`src/rtl/div_ratio_pkg.sv`:
```
// Shared types, ratio codes and period legality helper for the divided-clock
// ratio detector.
package div_ratio_pkg;

    typedef enum logic [1:0] {
        IDLE  = 2'd0,
        ARMED = 2'd1,
        CHECK = 2'd2,
        LOCK  = 2'd3
    } state_e;

    localparam logic [1:0] DIV2  = 2'b00;
    localparam logic [1:0] DIV4  = 2'b01;
    localparam logic [1:0] DIV8  = 2'b10;
    localparam logic [1:0] DIV16 = 2'b11;

    localparam int unsigned PER_DIV2  = 2;
    localparam int unsigned PER_DIV4  = 4;
    localparam int unsigned PER_DIV8  = 8;
    localparam int unsigned PER_DIV16 = 16;

    typedef struct packed {
        logic       legal;
        logic [1:0] code;
    } period_chk_t;

    // A period is legal only at one of the four ratios with exactly 50% high time.
    function automatic period_chk_t period_to_code(input int unsigned per,
                                                   input int unsigned hi);
        period_chk_t r;
        r.legal = 1'b0;
        r.code  = DIV2;
        case (per)
            PER_DIV2: begin
                r.legal = (hi == PER_DIV2 / 2);
                r.code  = DIV2;
            end
            PER_DIV4: begin
                r.legal = (hi == PER_DIV4 / 2);
                r.code  = DIV4;
            end
            PER_DIV8: begin
                r.legal = (hi == PER_DIV8 / 2);
                r.code  = DIV8;
            end
            PER_DIV16: begin
                r.legal = (hi == PER_DIV16 / 2);
                r.code  = DIV16;
            end
            default: r.legal = 1'b0;
        endcase
        return r;
    endfunction

endpackage

```
`src/rtl/div_ratio_detect_edge_sync.sv`:
```
// Multi-flop synchronizer for an asynchronous level with a rising-edge detect.
module edge_sync #(
    parameter int unsigned SYNC_STAGES = 2
) (
    input  logic clk,
    input  logic rst,
    input  logic i_async,
    output logic o_sync,
    output logic o_rise_c
);

    logic [SYNC_STAGES-1:0] r_sync;
    logic                   r_sync_d;

    always_ff @(posedge clk or posedge rst) begin
        if (rst) begin
            r_sync   <= '0;
            r_sync_d <= 1'b0;
        end else begin
            r_sync   <= {r_sync[SYNC_STAGES-2:0], i_async};
            r_sync_d <= r_sync[SYNC_STAGES-1];
        end
    end

    assign o_sync   = r_sync[SYNC_STAGES-1];
    assign o_rise_c = r_sync[SYNC_STAGES-1] & ~r_sync_d;

endmodule

```
`src/rtl/div_ratio_detect.sv`:
```
// Recovers the /2,/4,/8,/16 ratio code from a divided clock sampled in the
// system domain, with duty check, two-period lock and stall detection.
module div_ratio_detect
    import div_ratio_pkg::*;
#(
    parameter int unsigned PER_W       = 5,
    parameter int unsigned SYNC_STAGES = 2
) (
    input  logic       clk,
    input  logic       rst,
    input  logic       clk_in,
    output logic [1:0] ratio,
    output logic       valid,
    output logic       err,
    output logic       stall
);

    localparam logic [PER_W-1:0] PER_MAX = '1;
    localparam logic [PER_W-1:0] CNT_ONE = PER_W'(1);

    logic             w_s;
    logic             w_rise;
    logic             w_timeout;
    period_chk_t      w_chk;

    logic [PER_W-1:0] r_per_cnt;
    logic [PER_W-1:0] r_hi_cnt;

    state_e           r_state;
    state_e           w_state_nxt;
    logic [1:0]       r_cand;
    logic [1:0]       w_cand_nxt;
    logic [1:0]       r_ratio;
    logic [1:0]       w_ratio_nxt;
    logic             w_err_nxt;
    logic             r_err;
    logic             r_valid;
    logic             r_stall;
    logic             w_stall_nxt;

    edge_sync #(
        .SYNC_STAGES(SYNC_STAGES)
    ) u_sync (
        .clk     (clk),
        .rst     (rst),
        .i_async (clk_in),
        .o_sync  (w_s),
        .o_rise_c(w_rise)
    );

    // Period and high-time counters restart at 1 on every rise, so at the
    // next rise they hold the full period and high time of the last cycle.
    always_ff @(posedge clk or posedge rst) begin
        if (rst) begin
            r_per_cnt <= '0;
            r_hi_cnt  <= '0;
        end else if (w_rise) begin
            r_per_cnt <= CNT_ONE;
            r_hi_cnt  <= CNT_ONE;
        end else begin
            if (r_per_cnt != PER_MAX) begin
                r_per_cnt <= r_per_cnt + CNT_ONE;
            end
            if (w_s && (r_hi_cnt != PER_MAX)) begin
                r_hi_cnt <= r_hi_cnt + CNT_ONE;
            end
        end
    end

    assign w_chk     = period_to_code(32'(r_per_cnt), 32'(r_hi_cnt));
    assign w_timeout = (r_state != IDLE) && (r_per_cnt == PER_MAX) && !w_rise;

    always_ff @(posedge clk or posedge rst) begin
        if (rst) begin
            r_state <= IDLE;
            r_cand  <= DIV2;
        end else begin
            r_state <= w_state_nxt;
            r_cand  <= w_cand_nxt;
        end
    end

    // Rise handling has priority over timeout in the same cycle.
    always_comb begin
        w_state_nxt = r_state;
        w_cand_nxt  = r_cand;
        w_ratio_nxt = r_ratio;
        w_err_nxt   = 1'b0;
        w_stall_nxt = r_stall;

        if (w_rise) begin
            w_stall_nxt = 1'b0;
            case (r_state)
                IDLE: begin
                    w_state_nxt = ARMED;
                end
                ARMED: begin
                    if (w_chk.legal) begin
                        w_cand_nxt  = w_chk.code;
                        w_state_nxt = CHECK;
                    end else begin
                        w_err_nxt = 1'b1;
                    end
                end
                CHECK: begin
                    if (!w_chk.legal) begin
                        w_err_nxt   = 1'b1;
                        w_state_nxt = ARMED;
                    end else if (w_chk.code == r_cand) begin
                        w_ratio_nxt = r_cand;
                        w_state_nxt = LOCK;
                    end else begin
                        w_cand_nxt = w_chk.code;
                    end
                end
                LOCK: begin
                    if (!w_chk.legal) begin
                        w_err_nxt   = 1'b1;
                        w_state_nxt = ARMED;
                    end else if (w_chk.code != r_ratio) begin
                        w_cand_nxt  = w_chk.code;
                        w_state_nxt = CHECK;
                    end
                end
                default: begin
                    w_state_nxt = IDLE;
                end
            endcase
        end else if (w_timeout) begin
            w_state_nxt = IDLE;
            w_stall_nxt = 1'b1;
        end
    end

    // Outputs are registered from the next-state decode so they move on the
    // same edge as the FSM.
    always_ff @(posedge clk or posedge rst) begin
        if (rst) begin
            r_ratio <= DIV2;
            r_valid <= 1'b0;
            r_err   <= 1'b0;
            r_stall <= 1'b0;
        end else begin
            r_ratio <= w_ratio_nxt;
            r_valid <= (w_state_nxt == LOCK);
            r_err   <= w_err_nxt;
            r_stall <= w_stall_nxt;
        end
    end

    assign ratio = r_ratio;
    assign valid = r_valid;
    assign err   = r_err;
    assign stall = r_stall;

endmodule

```
`config.mk`:
```
export PLATFORM = sky130hd
export DESIGN_NAME = div_ratio_detect
export DESIGN_NICKNAME = d
export VERILOG_FILES = /design/src/rtl/div_ratio_pkg.sv /design/src/rtl/div_ratio_detect_edge_sync.sv /design/src/rtl/div_ratio_detect.sv
export SDC_FILE = /design/constraint.sdc
export NUM_CORES = 1
export LEC_CHECK = 0
export BUFFER_PORTS_ARGS = -buffer_cell sky130_fd_sc_hd__buf_2
export CAP_MARGIN = 20
export CORE_ASPECT_RATIO = 2
export CORE_UTILIZATION = 35
export DETAILED_ROUTE_END_ITERATION = 16
export GPL_ROUTABILITY_DRIVEN = 0
export SLEW_MARGIN = 20
export SYNTH_ARGS = -nofsm -noshare
export SYNTH_HDL_FRONTEND = slang
export SYNTH_SLANG_ARGS = --single-unit
```
`constraint.sdc`:
```
create_clock -name clk -period 3 [get_ports clk]
set_input_delay 0.75 -clock clk [delete_from_list [all_inputs] [get_ports clk]]
set_output_delay 0.75 -clock clk [all_outputs]
set_load 0.1 [all_outputs]
```
# == After elaboration in Yosys (flattened, before gate mapping) ==
# Cells that the tools add are included.
# word_totals
reg_bits,22
inputBits,3
output_inout_bits,5
wordCells,74
# op_classes
add_sub_neg,2
eq_ne,22
muxes,25
n_bitwise,2
reduce_logical,13
# ops
operator,count
2-bit 2-to-1 mux,12
5-bit 2-to-1 mux,4
2-bit one-hot mux with 3 select lines,2
5-bit by 1-bit adder with 5-bit output (second input constant),2
5-bit by 2-bit == test with 1-bit output (second input constant),2
5-bit by 3-bit == test with 1-bit output (second input constant),2
5-bit by 4-bit == test with 1-bit output (second input constant),2
5-bit == test (second input constant),2
2-bit inequality test (second input constant),5
5-bit inequality test (second input constant),2
2-bit one-hot mux with 4 select lines,1
2-bit nonzero test,4
7-bit AND reduction,1
2-bit == test (second input constant),3
5-bit by 1-bit == test with 1-bit output (second input constant),1
1-bit 2-to-1 mux,5
1-bit one-hot mux with 4 select lines,1
4-bit AND reduction,1
1-bit logical AND,3
3-bit nonzero test,1
3-bit OR reduction,1
2-bit by 1-bit == test with 1-bit output (second input constant),1
2-bit == test,1
2-bit logical NOT,1
other kinds (4),4

# == Depth between registers and ports, before layout ==
# Gate-level depths: netlist of the first run.
# logic_depth
word_depth,8
mapped_depth,9
depth_no_buf,8

# == Hierarchy ==
# From an unflattened synthesis of the first run, not the netlist that was laid out.
# hier_totals
hier_cells,128
area_unflattened_um2,1318.8
# by_module_without_submodules
module,n_inst,cells_each,area_per_inst_um2,seq_area_each_um2
div_ratio_detect,1,123,1226.2,475.5
edge_sync,1,5,92.6,75.1

# == Worst setup path after synthesis of the first run ==
# No wires, ideal clock.
# synth_timing
path_kind,flip-flop to flip-flop
from,"register r_ratio[0], in the netlist ratio[0]"
to,register r_cand[1]
setup_time_ns,0.127
t_arrival_ns,2.273
t_required_ns,2.873
setup_slack_ns,0.599
stages_incl_launch_ff,6
path_buffers,0
period_less_slack_ns,2.401
cell_sequence,dfrtp_1 > nor4bb_1 > o21ai_0 > a311oi_2 > a2111oi_2 > mux2_1
# synth_between
elab_chain_len,3
# synth_rtl
item,line,source
"start, declared",div_ratio_detect.sv:33,logic [1:0] r_ratio;
"start signal, assigned",div_ratio_detect.sv:144,r_ratio <= w_ratio_nxt;
2-bit inequality test,div_ratio_detect.sv:120,end else if (w_chk.code != r_ratio) begin
2-bit inequality test (no line),-,
7-bit AND reduction (no line),-,
"end signal, assigned",div_ratio_detect.sv:79,r_cand <= w_cand_nxt;
"end, declared",div_ratio_detect.sv:31,logic [1:0] r_cand;
# Every way passes these cells.
# A chain may end at the register's enable or synchronous reset.

# == Worst setup path in the final report of the first run ==
# layout_timing
from,register r_per_cnt[0]
to,register r_cand[1]
# layout_between
elab_chain_len,5
word_cells_on_any_way,20
classes_between,eq/ne: 11; mux: 8; reduce/logical: 1
# layout_rtl
item,line,source
"start, declared",div_ratio_detect.sv:26,logic [PER_W-1:0] r_per_cnt;
"start signal, assigned",div_ratio_detect.sv:62,r_per_cnt <= r_per_cnt + CNT_ONE;
"5-bit == test, or another cell as far along",div_ratio_pkg.sv:33,case (per)
2-bit one-hot mux with 3 select lines,div_ratio_pkg.sv:33,
"2-bit inequality test, or another cell as far along",div_ratio_detect.sv:120,
"2-bit inequality test (no line), or another cell as far along",-,
7-bit AND reduction (no line) / 2-bit one-hot mux with 3 select lines (equally long branches),-,
# Several ways; a longest one is shown, not always the timed one. The select of a mux whose other input is x is not followed.

==> results of run 1 <==
-- state kept, by name, indices dropped and copies added (netlist names) --
| register | cells |
|---|---|
| r_hi_cnt | 5 |
| r_per_cnt | 5 |
| r_cand | 2 |
| r_state | 2 |
| ratio | 2 |
| u_sync.r_sync | 2 |
| err | 1 |
| stall | 1 |
| u_sync.r_sync_d | 1 |
| valid | 1 |
-- power by group through the flow --
stage | Clock [uW] | Combinational (uW) | Sequential [uW]
final | 278 | 453 | 495
after global routing | 297 | 494 | 512
after CTS | 284 | 452 | 494
after detailed placement | 0 | 451 | 500
after global placement | 0 | 443 | 494
after floorplan | 0 | 430 | 458
-- cells in the final DEF (no fill, tap or decap), types with 3 or more instances in the layout --
cell type / count
nor2_1: 10
nor4bb_1: 5
nand4_1: 3
nand2b_1: 4
inv_1: 12
xor2_1: 3
and3_1: 4
buf_2: 7
ha_1: 6
clkbuf_8: 3
a21oi_1: 7
dfrtp_1: 22
a22o_1: 3
nor2b_1: 6
o21ai_0: 9
mux2i_1: 3
nand2_1: 8
-- synth_stat cells (2+ instances only) --
| cell | count | area (um^2) |
|---|---|---|
| dfrtp_1 | 22 | 551 |
| inv_1 | 12 | 45.0 |
| nor2_1 | 10 | 37.5 |
| o21ai_0 | 9 | 45.0 |
| nand2_1 | 8 | 30.0 |
| a21oi_1 | 7 | 35.0 |
| ha_1 | 6 | 75.1 |
| nor2b_1 | 6 | 37.5 |
| nor4bb_1 | 5 | 50.1 |
| and3_1 | 4 | 25.0 |
| buf_6 | 4 | 45.0 |
| nand2b_1 | 4 | 25.0 |
| a22o_1 | 3 | 26.3 |
| mux2i_1 | 3 | 30.0 |
| nand4_1 | 3 | 18.8 |
| xor2_1 | 3 | 26.3 |
| a2111oi_2 | 2 | 30.0 |
| clkbuf_1 | 2 | 7.51 |
| mux2_4 | 2 | 30.0 |
| nor3b_1 | 2 | 15.0 |
| nor4_1 | 2 | 12.5 |
| o21a_1 | 2 | 15.0 |
| o32ai_1 | 2 | 17.5 |
| xnor2_1 | 2 | 17.5 |
-- cell families after synthesis --
| family | after synthesis | share of synthesized area (%) |
|---|---|---|
| AND/OR/NAND/NOR | 53 | 22.5 |
| AO/OA/AOI/OAI | 38 | 19.7 |
| flip-flops | 22 | 37.6 |
| buffers and inverters | 19 | 7.19 |
| multiplexers | 6 | 4.88 |
| adder cells (fa/ha/maj) | 6 | 5.13 |
| XOR/XNOR | 5 | 2.99 |
-- metrics by stage --
step	worst slack [ns]	util, %	hold WS (ns)	area, um^2	cells
2_1_floorplan	0.599	-	0.331	1460	149
3_3_place_gp	0.595	38.3	0.349	1500	200
3_5_place_dp	0.554	38.3	0.349	1500	200
4_1_cts	0.523	40.1	0.369	1570	204
5_1_grt	0.207	40.1	0.375	1570	204
6_report	0.492	40.1	0.362	1570	204
-- worst paths after layout --
path | start | end
setup reg to reg | r_per_cnt[0] | r_cand[1]
hold reg to reg | u_sync.r_sync[0] | u_sync.r_sync[1]
max in group asynchronous | rst | r_per_cnt[1]
hold / removal | u_sync.r_sync[0] | u_sync.r_sync[1]
setup / recovery | r_per_cnt[0] | r_cand[1]
min in group asynchronous | rst | r_per_cnt[3]
-- metal layers --
metal | vias up | global-route usage (%)
met5 | - | 0
met4 | 0 | 9.95
met3 | 10 | 1.74
met2 | 30 | 27.6
met1 | 580 | 18.4
li1 | 556 | -
-- layout make-up --
cell class | count | area (um^2)
clock inverters | 1 | 30.0
inverters | 12 | 45.0
fillers | 435 | 2350
well taps | 51 | 63.8
repair buffers | 7 | 35.0
flip-flops and latches | 22 | 551
multi-input cells | 108 | 807
clock buffers | 3 | 41.3
==> results.sh, run 1 <==
export IMPL_wl_met1_mm=1.25
export IMPL_seqPwrFrac_pct=40.4
export IMPL_drtIter0Drc=37
export IMPL_drc=0
export IMPL_hold_buffers=0
export IMPL_fin_nets=163
export IMPL_dr_pass1_iters=4
export IMPL_static_leakage_power_uw=0.000674
export IMPL_syn_area_per_cell_um2=9.82
export IMPL_swShare_pct=40.6
export IMPL_p_comb_share_pct=37.0
export IMPL_critPathKind="reg2reg"
export IMPL_wl_met3_um=84
export IMPL_p_per_area_mw_per_mm2=780
export IMPL_drt_total_wl_mm=3.25
export IMPL_ys_seq_area_share_pct=37.6
export IMPL_grt_ovfl_total=0
export IMPL_min_path_type="reg2reg"
export IMPL_fp_coreArea_mm2=0.00392
export IMPL_clk_pin_slew_ns=0.08
export IMPL_clock_sinks=22
export IMPL_fin_skew_ns=0.00394
export IMPL_cts_resized=0
export IMPL_netlist_instances=149
export IMPL_intPower_uw=728
export IMPL_critPathRequiredTime_ns=3.15
export IMPL_synth_async_sr_flop_share_pct=100
export IMPL_rr_worst_depth=7
export IMPL_die_area_mm2=0.00446
export IMPL_area_delta_synth_final_pct=7.53
export IMPL_ioPinCount=8
export IMPL_synth_edf_count=0
export IMPL_endpoint_kind="register"
export IMPL_critPathLaunchType="register"
export IMPL_rsz0062_at_grt="false"
export IMPL_grt_max_degree=23
export IMPL_ant_nets=0
export IMPL_grt_pass1_vias=1190
export IMPL_start_util_pct=37.3
export IMPL_slowest_delay_ns=0.46
export IMPL_grt_pass1_wl_mm=5.35
export IMPL_yosysWarnings=0
export IMPL_rows=32
export IMPL_synth_seq_cells=22
export IMPL_hold_violations=0
export IMPL_crit_buf_inv=1
export IMPL_slew_headroom_pct=42.1
export IMPL_die_width_um=47.7
export IMPL_syn_cell_area_mm2=0.00146
export IMPL_peakVddDrop_uv=348
export IMPL_synth_distinct_cells=48
export IMPL_max_cap_violations=0
export IMPL_slew_violations=0
export IMPL_grt_usage_pct=16.5
export IMPL_post_route_period_util_pct=83.6
export IMPL_finalPower_uw=1230
export IMPL_cp_top_family="compound AO/OA/AOI/OAI gates"
export IMPL_rrSetupSlack_ns=0.49
export IMPL_routedWlPerCell_um=15.9
export IMPL_clock_path_buffers=2
export IMPL_vias_per_cell=5.76
export IMPL_diodes=0
export IMPL_power_switching_uw=498
export IMPL_worst_path_max_fanout=8
export IMPL_cts_tree="built"
export IMPL_fin_setup_tns_ns=0
export IMPL_p_clk_share_pct=22.7
export IMPL_dpl_hpwl_mm=2.43
export IMPL_cp_arrival_ns=2.66
export IMPL_htreeDepth=1
export IMPL_outcome="complete, no violations"
export IMPL_ys_flop_type="dfrtp_1"
export IMPL_fin_crit_ns=2.51
export IMPL_drive_gt1_share_pct=13.7
export IMPL_root_buffer="clkbuf_8"
export IMPL_whs_path_depth=0
export IMPL_met2WireLength_mm=1.80
export IMPL_top_layer="met4"
export IMPL_cp_depth=7
export IMPL_setup_viol=0
export IMPL_clock_fmax_mhz=399
export IMPL_path_cells="inv_1 > ha_1 > nand2b_1 > nor4_1 > o32ai_1 > a2111oi_2 > mux2_1"
export IMPL_crit_path_top_delay_cell="a2111oi_2"
export IMPL_synth_nets=158
export IMPL_io_buffers=7
export IMPL_worstMarginPinSlew_ns=0.867
export IMPL_fp_dieH_um=93.4
export IMPL_clkLatencyLatePin_ns=0.26
export IMPL_antenna_found_initial=0
export IMPL_post_cts_setup_buffer_count=0
export IMPL_vias=1176
export IMPL_cts_buffers=3
Power figures use the tool's default switching activity.
==> run 2: changes to the inputs <==
ABC_AREA = 1   (was unset)
clock period = 2.25 ns   (was 3 ns; I/O delays follow)
==> run 2 against run 1 <==
Effect of this change: wire length fell by 23%; utilization rose by 1.5 points; combinational power increased by 23%; synthesized area fell by 13%; critical path depth increased by 2; sequential share of layout area is 3.7 points higher; die area is 13% lower; worst setup slack got worse by 0.19 ns; hold slack worse by 0.045 ns; clock power is 14% lower; total power rose by 11%; sequential power up 14%; critical path type unchanged; highest routed layer unchanged.
==> results.sh, run 2 <==
export IMPL_outcome="complete, no violations"
export IMPL_die_width_um=44.7
export IMPL_rsz0062_at_grt="false"
export IMPL_post_route_period_util_pct=86.5
export IMPL_synth_async_sr_flop_share_pct=100
export IMPL_cts_tree="built"
export IMPL_grt_max_degree=23
export IMPL_busiest_layer="met2"
export IMPL_grt_pass1_vias=1071
export IMPL_endpoint_kind="register"
export IMPL_routedWlPerCell_um=11.6
export IMPL_grt_pass1_wl_mm=4.37
export IMPL_synth_top_area_share_pct=43.2
export IMPL_antenna_found_initial=0
export IMPL_peakVddDrop_uv=588
export IMPL_cp_arrival_ns=2.13
export IMPL_yosysTopAreaCell="dfrtp_1"
export IMPL_fp_dieH_um=87.3
export IMPL_r2r_start="r_hi_cnt[0]"
export IMPL_ys_flop_type="dfrtp_1"
export IMPL_clock_fmax_mhz=514
export IMPL_grt_usage_pct=15.0
export IMPL_static_leakage_power_uw=0.000743
export IMPL_drtIter0Drc=11
export IMPL_root_buffer="clkbuf_8"
export IMPL_start_util_pct=37.3
export IMPL_netlist_instances=158
export IMPL_vias_per_cell=4.82
export IMPL_grtUsageMet3_pct=2.07
export IMPL_synth_common_cells="nand2_1, dfrtp_1, inv_1, nand3_1, nor2_1"
export IMPL_clock_sinks=22
export IMPL_cts_buffers=3
export IMPL_finalPower_uw=1360
export IMPL_synth_nets=167
export IMPL_critPathKind="reg2reg"
export IMPL_critPathLaunchType="register"
export IMPL_die_area_mm2=0.00390
export IMPL_worstMarginPinSlew_ns=0.484
export IMPL_hold_buffers=0
export IMPL_synth_distinct_cells=22
export IMPL_fin_crit_ns=1.95
export IMPL_cp_endpoint="r_hi_cnt[3]"
export IMPL_post_cts_setup_buffer_count=0
export IMPL_synthTopCellsByArea="dfrtp_1, nand2_1, ha_1"
export IMPL_hold_violations=0
export IMPL_drc=0
export IMPL_min_path_type="in2async"
export IMPL_final_common_cell="nand2_1"
export IMPL_grtUsageMet2_pct=27.1
export IMPL_htreeDepth=1
export IMPL_clk_pin_slew_ns=0.07
export IMPL_dr_pass1_iters=4
export IMPL_final_cell_mix="nand2_1, dfrtp_1, inv_1, nand3_1, nor2_1"
export IMPL_vias=1046
export IMPL_clkLatencyLatePin_ns=0.26
export IMPL_area_delta_synth_final_pct=11.6
export IMPL_yosysWarnings=0
export IMPL_drt_total_wl_mm=2.51
export IMPL_diodes=0
export IMPL_slew_violations=0
export IMPL_setup_viol=0
export IMPL_grt_ovfl_total=0
export IMPL_p_per_area_mw_per_mm2=958
export IMPL_drive_gt1_share_pct=22.5
export IMPL_critPathRequiredTime_ns=2.43
export IMPL_rrSetupSlack_ns=0.30
export IMPL_fin_nets=180
export IMPL_io_buffers=7
export IMPL_fp_coreArea_mm2=0.00342
export IMPL_clock_path_buffers=2
export IMPL_slew_headroom_pct=68.0
export IMPL_grtUsageMet1_pct=15.9
export IMPL_worst_path_max_fanout=6
export IMPL_yosys_cell_count_top_type="nand2_1"
export IMPL_fin_skew_ns=0.00234
export IMPL_syn_cell_area_mm2=0.00127
export IMPL_ioPinCount=8
export IMPL_rr_endpoint="r_hi_cnt[3]"
export IMPL_reg_top3="r_hi_cnt (5), r_per_cnt (5)"
export IMPL_synth_edf_count=0
export IMPL_cts_resized=0
export IMPL_crit_start="r_hi_cnt[0]"
export IMPL_ys_seq_area_share_pct=43.2
export IMPL_rr_worst_depth=9
export IMPL_syn_area_per_cell_um2=8.06
export IMPL_fin_setup_tns_ns=0
export IMPL_rows=30
export IMPL_ant_nets=0
export IMPL_dpl_hpwl_mm=2.02
export IMPL_synth_seq_cells=22
export IMPL_max_cap_violations=0
run 2: cell types whose count changed in the layout (fill, tap and decap cells not counted), sizes merged, moves of 4 or more:
| cell | before | now |
|---|---|---|
| nand2 | 8 | 45 |
| nand3 | 0 | 14 |
| inv | 12 | 22 |
| nor2 | 10 | 20 |
| nor2b | 6 | 0 |
| nor4bb | 5 | 0 |
| and3 | 4 | 0 |
| nand2b | 4 | 0 |
run 2: area by class of cell:
class | instances | area (um^2)
inverters | 23 | 86.3
repair buffers | 9 | 50.0
flip-flops and latches | 22 | 551
clock buffers | 3 | 41.3
well taps | 48 | 60.1
multi-input cells | 112 | 633
fillers | 357 | 1990
run 2: worst max-delay path, cell delays in order, from the launching register on:
cell and delay (ns):
dfrtp_1 0.41, ha_1 0.23, nand2_1 0.09, nor2_1 0.04
ha_1 0.17, nor2_1 0.26, inv_1 0.13, nor4_1 0.28
o21ai_0 0.13, a21oi_1 0.14
run 2: per-layer routing:
metal	wire length [um]	vias up	part of all wire, %
met2	1380	12	55
met5	0	-	0
met1	1020	504	41
met4	63	0	2.5
met3	45	6	1.8
li1	-	524	-
run 2: stage by stage:
step / hold slack [ns] / area, um^2 / instances / utilization [%] / setup WS (ns)
2_1_floorplan: 0.331 / 1270 / 158 / - / 0.571
3_3_place_gp: 0.337 / 1380 / 214 / 40.4 / 0.434
3_5_place_dp: 0.341 / 1380 / 214 / 40.4 / 0.311
4_1_cts: 0.327 / 1420 / 217 / 41.6 / 0.296
5_1_grt: 0.346 / 1420 / 217 / 41.6 / 0.0700
6_report: 0.317 / 1420 / 217 / 41.6 / 0.305
run 2: worst min path at each step:
stage	from	to	slack, ns	depth (start not counted)
after global placement	u_sync.r_sync[0]	u_sync.r_sync[1]	0.34	0
after floorplan	u_sync.r_sync[0]	u_sync.r_sync[1]	0.33	0
after CTS	rst	valid	0.33	3
final	rst	ratio[0]	0.32	3
after detailed placement	u_sync.r_sync[0]	u_sync.r_sync[1]	0.34	0
after global routing	rst	valid	0.35	3
run 2: logic make-up (layout without fill, tap and decap cells):
logic type	after synthesis	in the layout	share of synthesized area, %
flops	22	22	43.2
fa+ha+maj	6	6	5.89
buf+inv	24	35	7.07
compound gates	22	22	9.33
simple gates	84	84	34.5
run 2: power breakdown:
part	switching [uW]	internal, uW	total (uW)
clock network	120	119	239
registers	87.0	477	564
logic	389	169	558
